<file path="src/rtl/sisc_pkg.sv">
`default_nettype none
// ============================================================================
// Module   : sisc_pkg
// Purpose  : Shared opcodes, state encoding and datapath mux encodings for
//            the SISC control sequencer.
// Revision : 1.0  initial release
// ============================================================================
package sisc_pkg;

   localparam int c_op_noop = 0;
   localparam int c_op_lod  = 1;
   localparam int c_op_str  = 2;
   localparam int c_op_swp  = 3;
   localparam int c_op_bra  = 4;
   localparam int c_op_brr  = 5;
   localparam int c_op_bne  = 6;
   localparam int c_op_bnr  = 7;
   localparam int c_op_alu  = 8;
   localparam int c_op_hlt  = 15;

   localparam int c_am_imm  = 8;

   typedef enum logic [2:0] {
      S_RESET  = 3'd0,
      S_FETCH  = 3'd1,
      S_DECODE = 3'd2,
      S_EXEC   = 3'd3,
      S_MEM    = 3'd4,
      S_WB     = 3'd5,
      S_HALT   = 3'd6,
      S_FAULT  = 3'd7
   } state_t;

   localparam logic [1:0] c_alu_reg  = 2'b00;
   localparam logic [1:0] c_alu_imm  = 2'b01;
   localparam logic [1:0] c_alu_swp  = 2'b10;
   localparam logic [1:0] c_alu_addr = 2'b11;

   localparam logic [1:0] c_ds_rf     = 2'b00;
   localparam logic [1:0] c_ds_swp_ex = 2'b01;
   localparam logic [1:0] c_ds_swp_wb = 2'b10;

endpackage
`default_nettype wire

</file>
<file path="src/rtl/sisc_br_cond.sv">
`default_nettype none
// ============================================================================
// Module   : sisc_br_cond
// Purpose  : Combinational branch-taken and absolute/relative target select.
// Revision : 1.0  initial release
// ============================================================================
module sisc_br_cond #(
   parameter int OPW = 4,
   parameter int MMW = 4,
   parameter int STW = 4
) (
   input  logic [OPW-1:0] i_opcode,
   input  logic [MMW-1:0] i_mm,
   input  logic [STW-1:0] i_stat,
   output logic           o_taken,
   output logic           o_br_sel
);
   import sisc_pkg::*;

   logic w_hit;

   assign w_hit = |(i_mm[STW-1:0] & i_stat);

   always_comb begin
      o_taken  = 1'b0;
      o_br_sel = 1'b0;
      case (i_opcode)
         OPW'(c_op_bra): begin o_taken = w_hit;  o_br_sel = 1'b1; end
         OPW'(c_op_brr): begin o_taken = w_hit;  o_br_sel = 1'b0; end
         OPW'(c_op_bne): begin o_taken = ~w_hit; o_br_sel = 1'b1; end
         OPW'(c_op_bnr): begin o_taken = ~w_hit; o_br_sel = 1'b0; end
         default:        begin o_taken = 1'b0;   o_br_sel = 1'b0; end
      endcase
   end

endmodule
`default_nettype wire

</file>
<file path="src/rtl/sisc_seq_ctrl.sv">
`default_nettype none
// ============================================================================
// Module   : sisc_seq_ctrl
// Purpose  : Multi-cycle SISC control sequencer with memory-wait watchdog,
//            sticky HALT/FAULT and a retired-instruction counter.
// Revision : 1.0  initial release
// ============================================================================
module sisc_seq_ctrl #(
   parameter int OPW  = 4,
   parameter int MMW  = 4,
   parameter int STW  = 4,
   parameter int TO_W = 4,
   parameter int CNTW = 16
) (
   input  logic            clk,
   input  logic            rst,
   input  logic            run,
   input  logic [OPW-1:0]  opcode,
   input  logic [MMW-1:0]  mm,
   input  logic [STW-1:0]  stat,
   input  logic            mem_ack,
   output logic            pc_rst,
   output logic            pc_write,
   output logic            pc_sel,
   output logic            br_sel,
   output logic            ir_load,
   output logic            rf_we,
   output logic            wb_sel,
   output logic            rb_sel,
   output logic [1:0]      alu_op,
   output logic [1:0]      mm_sel,
   output logic            mem_req,
   output logic            dm_we,
   output logic            swp_we,
   output logic            swp_sel,
   output logic [1:0]      data_sel,
   output logic [2:0]      state,
   output logic            halted,
   output logic            fault,
   output logic [CNTW-1:0] retired
);
   import sisc_pkg::*;

   state_t          r_state;
   state_t          w_next;
   logic [TO_W-1:0] r_wait;
   logic [CNTW-1:0] r_retired;

   logic w_is_alu, w_is_lod, w_is_str, w_is_swp, w_is_hlt, w_is_mem;
   logic w_taken, w_br_sel, w_timeout, w_retire;
   logic [1:0] w_mm_sel;

   assign w_is_alu = (opcode == OPW'(c_op_alu));
   assign w_is_lod = (opcode == OPW'(c_op_lod));
   assign w_is_str = (opcode == OPW'(c_op_str));
   assign w_is_swp = (opcode == OPW'(c_op_swp));
   assign w_is_hlt = (opcode == OPW'(c_op_hlt));
   assign w_is_mem = w_is_lod | w_is_str | w_is_swp;

   assign w_timeout = (r_wait == {TO_W{1'b1}});
   assign w_mm_sel  = mm[MMW-1] ? 2'b00 : (mm[0] ? 2'b10 : 2'b01);

   sisc_br_cond #(.OPW(OPW), .MMW(MMW), .STW(STW)) u_br_cond (
      .i_opcode (opcode),
      .i_mm     (mm),
      .i_stat   (stat),
      .o_taken  (w_taken),
      .o_br_sel (w_br_sel)
   );

   always_ff @(posedge clk or posedge rst) begin
      if (rst) r_state <= S_RESET;
      else     r_state <= w_next;
   end

   // Retire on every return to FETCH after real work, and on halting.
   assign w_retire = ((w_next == S_FETCH) &&
                      (r_state == S_DECODE || r_state == S_MEM || r_state == S_WB)) ||
                     ((w_next == S_HALT) && (r_state != S_HALT));

   always_ff @(posedge clk or posedge rst) begin
      if (rst) begin
         r_wait    <= '0;
         r_retired <= '0;
      end else begin
         if (r_state != S_MEM)
            r_wait <= '0;
         else if (!mem_ack && !w_timeout)
            r_wait <= r_wait + 1'b1;
         if (w_retire)
            r_retired <= r_retired + 1'b1;
      end
   end

   always_comb begin
      w_next = r_state;
      case (r_state)
         S_RESET:  if (run) w_next = S_FETCH;
         S_FETCH:  w_next = S_DECODE;
         S_DECODE: begin
            if (w_is_hlt)                 w_next = S_HALT;
            else if (w_is_alu || w_is_mem) w_next = S_EXEC;
            else                          w_next = S_FETCH;
         end
         S_EXEC:   w_next = w_is_alu ? S_WB : (w_is_mem ? S_MEM : S_FETCH);
         S_MEM: begin
            // An ack in the final allowed wait cycle takes priority over the watchdog.
            if (mem_ack)        w_next = w_is_str ? S_FETCH : S_WB;
            else if (w_timeout) w_next = S_FAULT;
         end
         S_WB:     w_next = S_FETCH;
         S_HALT:   w_next = S_HALT;
         S_FAULT:  w_next = S_FAULT;
         default:  w_next = S_FAULT;
      endcase
   end

   always_comb begin
      pc_rst   = 1'b0;
      pc_write = 1'b0;
      pc_sel   = 1'b0;
      br_sel   = 1'b0;
      ir_load  = 1'b0;
      rf_we    = 1'b0;
      wb_sel   = 1'b0;
      rb_sel   = 1'b0;
      alu_op   = c_alu_reg;
      mm_sel   = 2'b00;
      mem_req  = 1'b0;
      dm_we    = 1'b0;
      swp_we   = 1'b0;
      swp_sel  = 1'b0;
      data_sel = c_ds_rf;
      halted   = 1'b0;
      fault    = 1'b0;
      case (r_state)
         S_RESET: pc_rst = 1'b1;
         S_FETCH: begin
            ir_load  = 1'b1;
            pc_write = 1'b1;
         end
         S_DECODE: begin
            if (w_is_alu)      rb_sel = (mm != '0);
            else if (w_is_mem) rb_sel = 1'b1;
            if (w_taken) begin
               pc_write = 1'b1;
               pc_sel   = 1'b1;
               br_sel   = w_br_sel;
            end
         end
         S_EXEC: begin
            if (w_is_alu) begin
               alu_op = (mm == MMW'(c_am_imm)) ? c_alu_imm : c_alu_reg;
            end else if (w_is_lod || w_is_str) begin
               alu_op = c_alu_addr;
               mm_sel = w_mm_sel;
            end else if (w_is_swp) begin
               alu_op   = c_alu_swp;
               swp_we   = 1'b1;
               data_sel = c_ds_swp_ex;
            end
         end
         S_MEM: begin
            mem_req = 1'b1;
            if (w_is_lod || w_is_str) mm_sel = w_mm_sel;
            if (w_is_str) dm_we = 1'b1;
            if (w_is_lod) begin
               wb_sel = 1'b1;
               rf_we  = mem_ack;
            end
         end
         S_WB: begin
            if (w_is_alu) begin
               rf_we = 1'b1;
            end else if (w_is_lod && mm[0]) begin
               rf_we   = 1'b1;
               swp_sel = 1'b1;
            end else if (w_is_swp) begin
               rf_we    = 1'b1;
               swp_sel  = 1'b1;
               data_sel = c_ds_swp_wb;
            end
         end
         S_HALT:  halted = 1'b1;
         S_FAULT: fault  = 1'b1;
         default: pc_rst = 1'b0;
      endcase
   end

   assign state   = r_state;
   assign retired = r_retired;

endmodule
`default_nettype wire

</file>
<file path="config.mk">
export PLATFORM = sky130hd
export DESIGN_NAME = sisc_seq_ctrl
export DESIGN_NICKNAME = d
export VERILOG_FILES = /design/src/rtl/sisc_pkg.sv /design/src/rtl/sisc_br_cond.sv /design/src/rtl/sisc_seq_ctrl.sv
export SDC_FILE = /design/constraint.sdc
export NUM_CORES = 1
export LEC_CHECK = 0
export CAP_MARGIN = 20
export CORE_MARGIN = 2
export CORE_UTILIZATION = 25
export CTS_BUF_LIST = sky130_fd_sc_hd__clkbuf_16
export DETAILED_ROUTE_END_ITERATION = 8
export PLACE_DENSITY = 0.48
export RECOVER_POWER = 100
export SETUP_SLACK_MARGIN = 0.5
export SYNTH_ARGS = -nofsm -noshare
export SYNTH_HDL_FRONTEND = slang
export SYNTH_SLANG_ARGS = --single-unit
</file>
<file path="constraint.sdc">
create_clock -name clk -period 6.14 [get_ports clk]
set_input_delay 1.842 -clock clk [delete_from_list [all_inputs] [get_ports clk]]
set_output_delay 1.842 -clock clk [all_outputs]
set_load 0.02 [all_outputs]
</file>
# == Word-level counts from Yosys, hierarchy flattened ==
# Cells that the tools add are included.
# word_totals
reg_bits,23
inputBits,16
output_inout_bits,39
elab_cells,105
# op_classes
n_addsub,2
eq_ne,22
muxes,56
bitwise,4
reduce_logical,18
# ops
op,count
1-bit 2-to-1 mux,30
3-bit case mux with 8 select lines,1
2-bit 2-to-1 mux,11
3-bit 2-to-1 mux,7
"16-bit by 1-bit adder with 16-bit output, second input constant",1
"4-bit by 3-bit == test with 1-bit output, second input constant",4
"4-bit == test, second input constant",4
"3-bit == test, second input constant",5
"4-bit by 2-bit == test with 1-bit output, second input constant",2
4-bit 2-to-1 mux,2
2-bit case mux with 2 select lines,2
"3-bit by 1-bit == test with 1-bit output, second input constant",2
"3-bit by 2-bit == test with 1-bit output, second input constant",2
"3-bit != test, second input constant",2
1-bit case mux with 2 select lines,3
2-bit OR reduction,3
1-bit logical OR,5
"4-bit by 1-bit adder with 4-bit output, second input constant",1
4-bit AND,1
"4-bit by 1-bit == test with 1-bit output, second input constant",1
1-bit logical AND,4
4-bit nonzero test,1
4-bit OR reduction,1
3-bit zero test,1
4 further kinds,6

# == Longest topological paths before layout ==
# logic_depth
ltp_word,10
depth_mapped,10
mapped_depth_nobuf,8

# == Cells and area by module ==
# A second synthesis with hierarchy kept.
# unflattened
hier_cells,180
area_unflattened_um2,1596.5
# modules_own_cells
module,instances,cells_each,area_per_inst_um2,seq_area_each_um2
sisc_seq_ctrl,1,173,1542.7,575.6
sisc_br_cond,1,7,53.8,0.0

# == Worst setup path after synthesis ==
# No wires, ideal clock.
# synth_path
path_kind,input-to-output
from,input opcode[2]
to,output rf_we
arrival_time_ns,3.310
t_required_ns,4.298
path_slack_ns,0.988
stages,5
path_buffers,1
path_cell_list,buf_2 > or2_1 > nor4_1 > nand2_1 > nand2_1
# synth_via
elab_chain_len,5
elab_cells_between_ends,9
cone_classes,eq/ne: 3; mux: 5; reduce/logical: 1
# synth_rtl
item,line,rtl
"start, declared",sisc_seq_ctrl.sv:18,"input logic [OPW-1:0] opcode,"
4-bit by 2-bit == test with 1-bit output or 4-bit by 1-bit == test with 1-bit output (tied branches),"sisc_seq_ctrl.sv:56, sisc_seq_ctrl.sv:54",
1-bit 2-to-1 mux or 1-bit logical AND (tied branches),"sisc_seq_ctrl.sv:178, sisc_seq_ctrl.sv:175",
1-bit 2-to-1 mux,sisc_seq_ctrl.sv:175,end else if (w_is_lod && mm[0]) begin
1-bit 2-to-1 mux,sisc_seq_ctrl.sv:173,if (w_is_alu) begin
1-bit case mux with 2 select lines *,sisc_seq_ctrl.sv:136,case (r_state)
"end, declared",sisc_seq_ctrl.sv:27,"output logic rf_we,"
# Every way passes the cells marked *; elsewhere a longest branch is shown, timed or not.

# == Worst setup path in the final report ==
# layout_path
from,input opcode[3]
to,output rb_sel
# layout_via
elab_chain_len,6
elab_cells_between_ends,9
cone_classes,eq/ne: 4; mux: 3; bitwise: 2
# layout_rtl
item,line,rtl
4-bit by 1-bit == test with 1-bit output or 4-bit by 2-bit == test with 1-bit output (tied branches),"sisc_seq_ctrl.sv:54, sisc_seq_ctrl.sv:55",
1-bit bitwise OR (2 in series),sisc_seq_ctrl.sv:58,assign w_is_mem = w_is_lod | w_is_str | w_is_swp;
1-bit 2-to-1 mux,sisc_seq_ctrl.sv:144,else if (w_is_mem) rb_sel = 1'b1;
1-bit 2-to-1 mux *,sisc_seq_ctrl.sv:143,if (w_is_alu) rb_sel = (mm != '0);
1-bit 2-to-1 mux *,sisc_seq_ctrl.sv:136,
"end, declared",sisc_seq_ctrl.sv:29,"output logic rb_sel,"
# Marked as above.

==> flow_metrics.env <==
export IMPL_status="complete, no violations"
export IMPL_dieArea_um2=8070
export IMPL_vias=1830
export IMPL_synth_warnings=0
export IMPL_avgViaCountPerCell=4.89
export IMPL_drive_above_1_share=0.0618
export IMPL_synth_top_area_share=0.312
export IMPL_min_to="retired[15]$_DFFE_PP0P_"
export IMPL_holdBufCountCts=0
export IMPL_die_height_um=89.9
export IMPL_io_pins=55
export IMPL_r2r_cells=7
export IMPL_place_area_um2=2460
export IMPL_max_freq_mhz=175
export IMPL_leakage_nw=1.05
export IMPL_diodes=0
export IMPL_clkLatencyLatePin_ns=0.26
export IMPL_async_flop_share=1.00
export IMPL_die_x_um=89.9
export IMPL_numCtsBuffers=3
export IMPL_cts_num_sinks=23
export IMPL_syn_to_final_growth_pct=36.5
export IMPL_initial_core_util=0.255
export IMPL_cp_required_ns=4.30
export IMPL_overflow=0
export IMPL_rows=31
export IMPL_r2r_end="retired[15]$_DFFE_PP0P_"
export IMPL_hold_start="retired[15]$_DFFE_PP0P_"
export IMPL_worst_path_max_fanout=10
export IMPL_path_clk_slew_ns=0.06
export IMPL_synth_cells=227
export IMPL_netlist_area_um2=1840
export IMPL_grt_pass1_wl_um=9060
export IMPL_hold_depth=1
export IMPL_synth_edf_count=0
export IMPL_cp_arrival_ns=3.88
export IMPL_cp_startpoint="opcode[3]"
export IMPL_antenna_found_initial=0
export IMPL_cts_root_buf="clkbuf_16"
export IMPL_placedCellCount=369
export IMPL_worstSetupPathType="in2out"
export IMPL_tns_ns=0
export IMPL_grt_pass1_vias=1727
export IMPL_fillers=790
export IMPL_synth_main_ff_cell="dfrtp_1"
export IMPL_layout_commonest_cell="dlygate4sd3_1"
export IMPL_rr_startpoint="state[2]$_DFF_PP0_"
export IMPL_p_total_mw=0.778
export IMPL_finalSetupViolations=0
export IMPL_ir_worst_vdd_mv=0.140
export IMPL_wl_per_cell_um=14.2
export IMPL_core_area_um2=7210
export IMPL_report_final_slew_viol_count=0
export IMPL_hpwl_um=3790
export IMPL_final_nets=294
export IMPL_regArea_um2=576
export IMPL_yosys_area_top_type="dfrtp_1"
export IMPL_route_detailed_drc=0
export IMPL_period_needed_ns=5.73
export IMPL_instances_no_fill=374
export IMPL_syn_num_nets=245
export IMPL_finalClockSkew_ns=0.00341
export IMPL_setup_worst_path_start_class="input pin"
export IMPL_final_util=0.349
export IMPL_grt_usage=0.133
export IMPL_grt_max_degree=25
export IMPL_gp_congestion=0.779
export IMPL_ys_ff_latch=23
export IMPL_tightest_slew_ns=0.803
export IMPL_rsz0062_at_grt="true"
export IMPL_cp_end_kind="output pin"
export IMPL_synth_distinct_cells=55
export IMPL_drv_cap=0
export IMPL_initialDrtViolationCount=45
export IMPL_h_tree_depth=1
export IMPL_synthTopCellsByArea="dfrtp_1, xnor2_1, nor3_1, nor2_1, a21oi_1"
export IMPL_ys_seq_area_frac=0.312
export IMPL_design_area_um2=2510
export IMPL_portBuffers=54
export IMPL_finalHoldViolations=0
export IMPL_layout_common_cells="dlygate4sd3_1, nor2_1, dfrtp_1"
export IMPL_powerDensity_nw_per_um2=309
export IMPL_clk_path_buf_depth=2
export IMPL_min_period_over_period=0.933
export IMPL_relSlewSlack=0.462
export IMPL_rrSetupSlack_ns=2.61
export IMPL_hp_class="reg2reg"
export IMPL_cts_tree="done"
export IMPL_drtAntennaViolNets=0
export IMPL_multi_input_area_um2=1140
export IMPL_avgSynthCellArea_um2=8.12
export IMPL_drt_pass1_iter_count=4
export IMPL_wl_um=5320
-- layer usage --
metal,wire [um],share of wire,global-route usage
met1,2800,0.53,0.201
met2,2220,0.42,0.195
met3,252,0.047,0.0193
met5,0,0,0
met4,55,0.010,0.0385
-- cells by family after synthesis --
| group | synth area share |
|---|---|
| DFF | 0.312 |
| xor gates and xnor gates | 0.0808 |
| and+or+nand+nor | 0.344 |
| AOI/OAI and AO/OA | 0.174 |
| adders and majority gates | 0.0136 |
| muxes | 0.00543 |
| buffers and inverters | 0.0699 |
-- layout make-up --
cell class | instances | share of cell area
clock buffer | 3 | 0.0299
tap | 99 | 0.0493
timing repair buffer | 59 | 0.222
sequential | 23 | 0.229
inverter | 11 | 0.0169
multi-input combinational | 178 | 0.452
clock inverter | 1 | 0.00149
-- state kept, by name, summed over array words and instances (netlist names) --
| register | cells |
|---|---|
| state | 3 |
| r_wait | 4 |
| retired | 16 |
-- cell usage after synthesis, types with 2 or more instances --
cell       n
or2_2      3
ha_1       2
nor3b_1    3
nor2b_1    4
inv_1      9
nand3_1   12
clkbuf_1   4
xnor2_1   15
a21oi_1   15
and2_1     3
o211a_1    2
a22oi_1    2
a31oi_1    2
buf_6      2
xor2_1     2
nand2_1   12
nor4_2     3
dfrtp_1   23
nand2b_1   5
a211o_1    4
and4_1     2
buf_2      8
and3_1     4
nor4_1     2
nor2_1    22
nand4_1    8
nor3_1    18
or3_1      3
nand3b_1   2
o21ai_0    4
o21bai_1   3
-- worst max path at each step --
stage,end,slack [ns]
floorplan,rf_we,0.99
global placement,rf_we,0.29
detailed placement,mm_sel[0],0.35
CTS,mm_sel[0],0.49
global route,rb_sel,0.29
finish,rb_sel,0.41
-- power by group --
part	leakage, nW	internal (mW)	switching (mW)
registers	0.301	0.177	0.0520
clock network	0.0423	0.0870	0.0545
logic	0.710	0.153	0.255
total	1.05	0.416	0.362
-- critical path: stages --
cell and delay (ns):
clkdlybuf4s50_1 0.49, clkbuf_1 0.31, nor3b_1 0.32, o41ai_1 0.13
a21oi_1 0.15, clkdlybuf4s50_1 0.64
-- per-stage QoR --
stage	setup WS, ns	hold WS, ns
floorplan	0.988	0.513
global placement	0.292	0.464
detailed placement	0.349	0.472
CTS	0.490	0.482
global route	0.290	0.488
finish	0.413	0.468
-- timing repair --
action                     in CTS  in global routing
setup endpoints to repair       8                  4
pin swaps                       0                  0
buffers inserted                0                  0
gates resized for setup         5                  4
(Power assumes the default switching activity.)
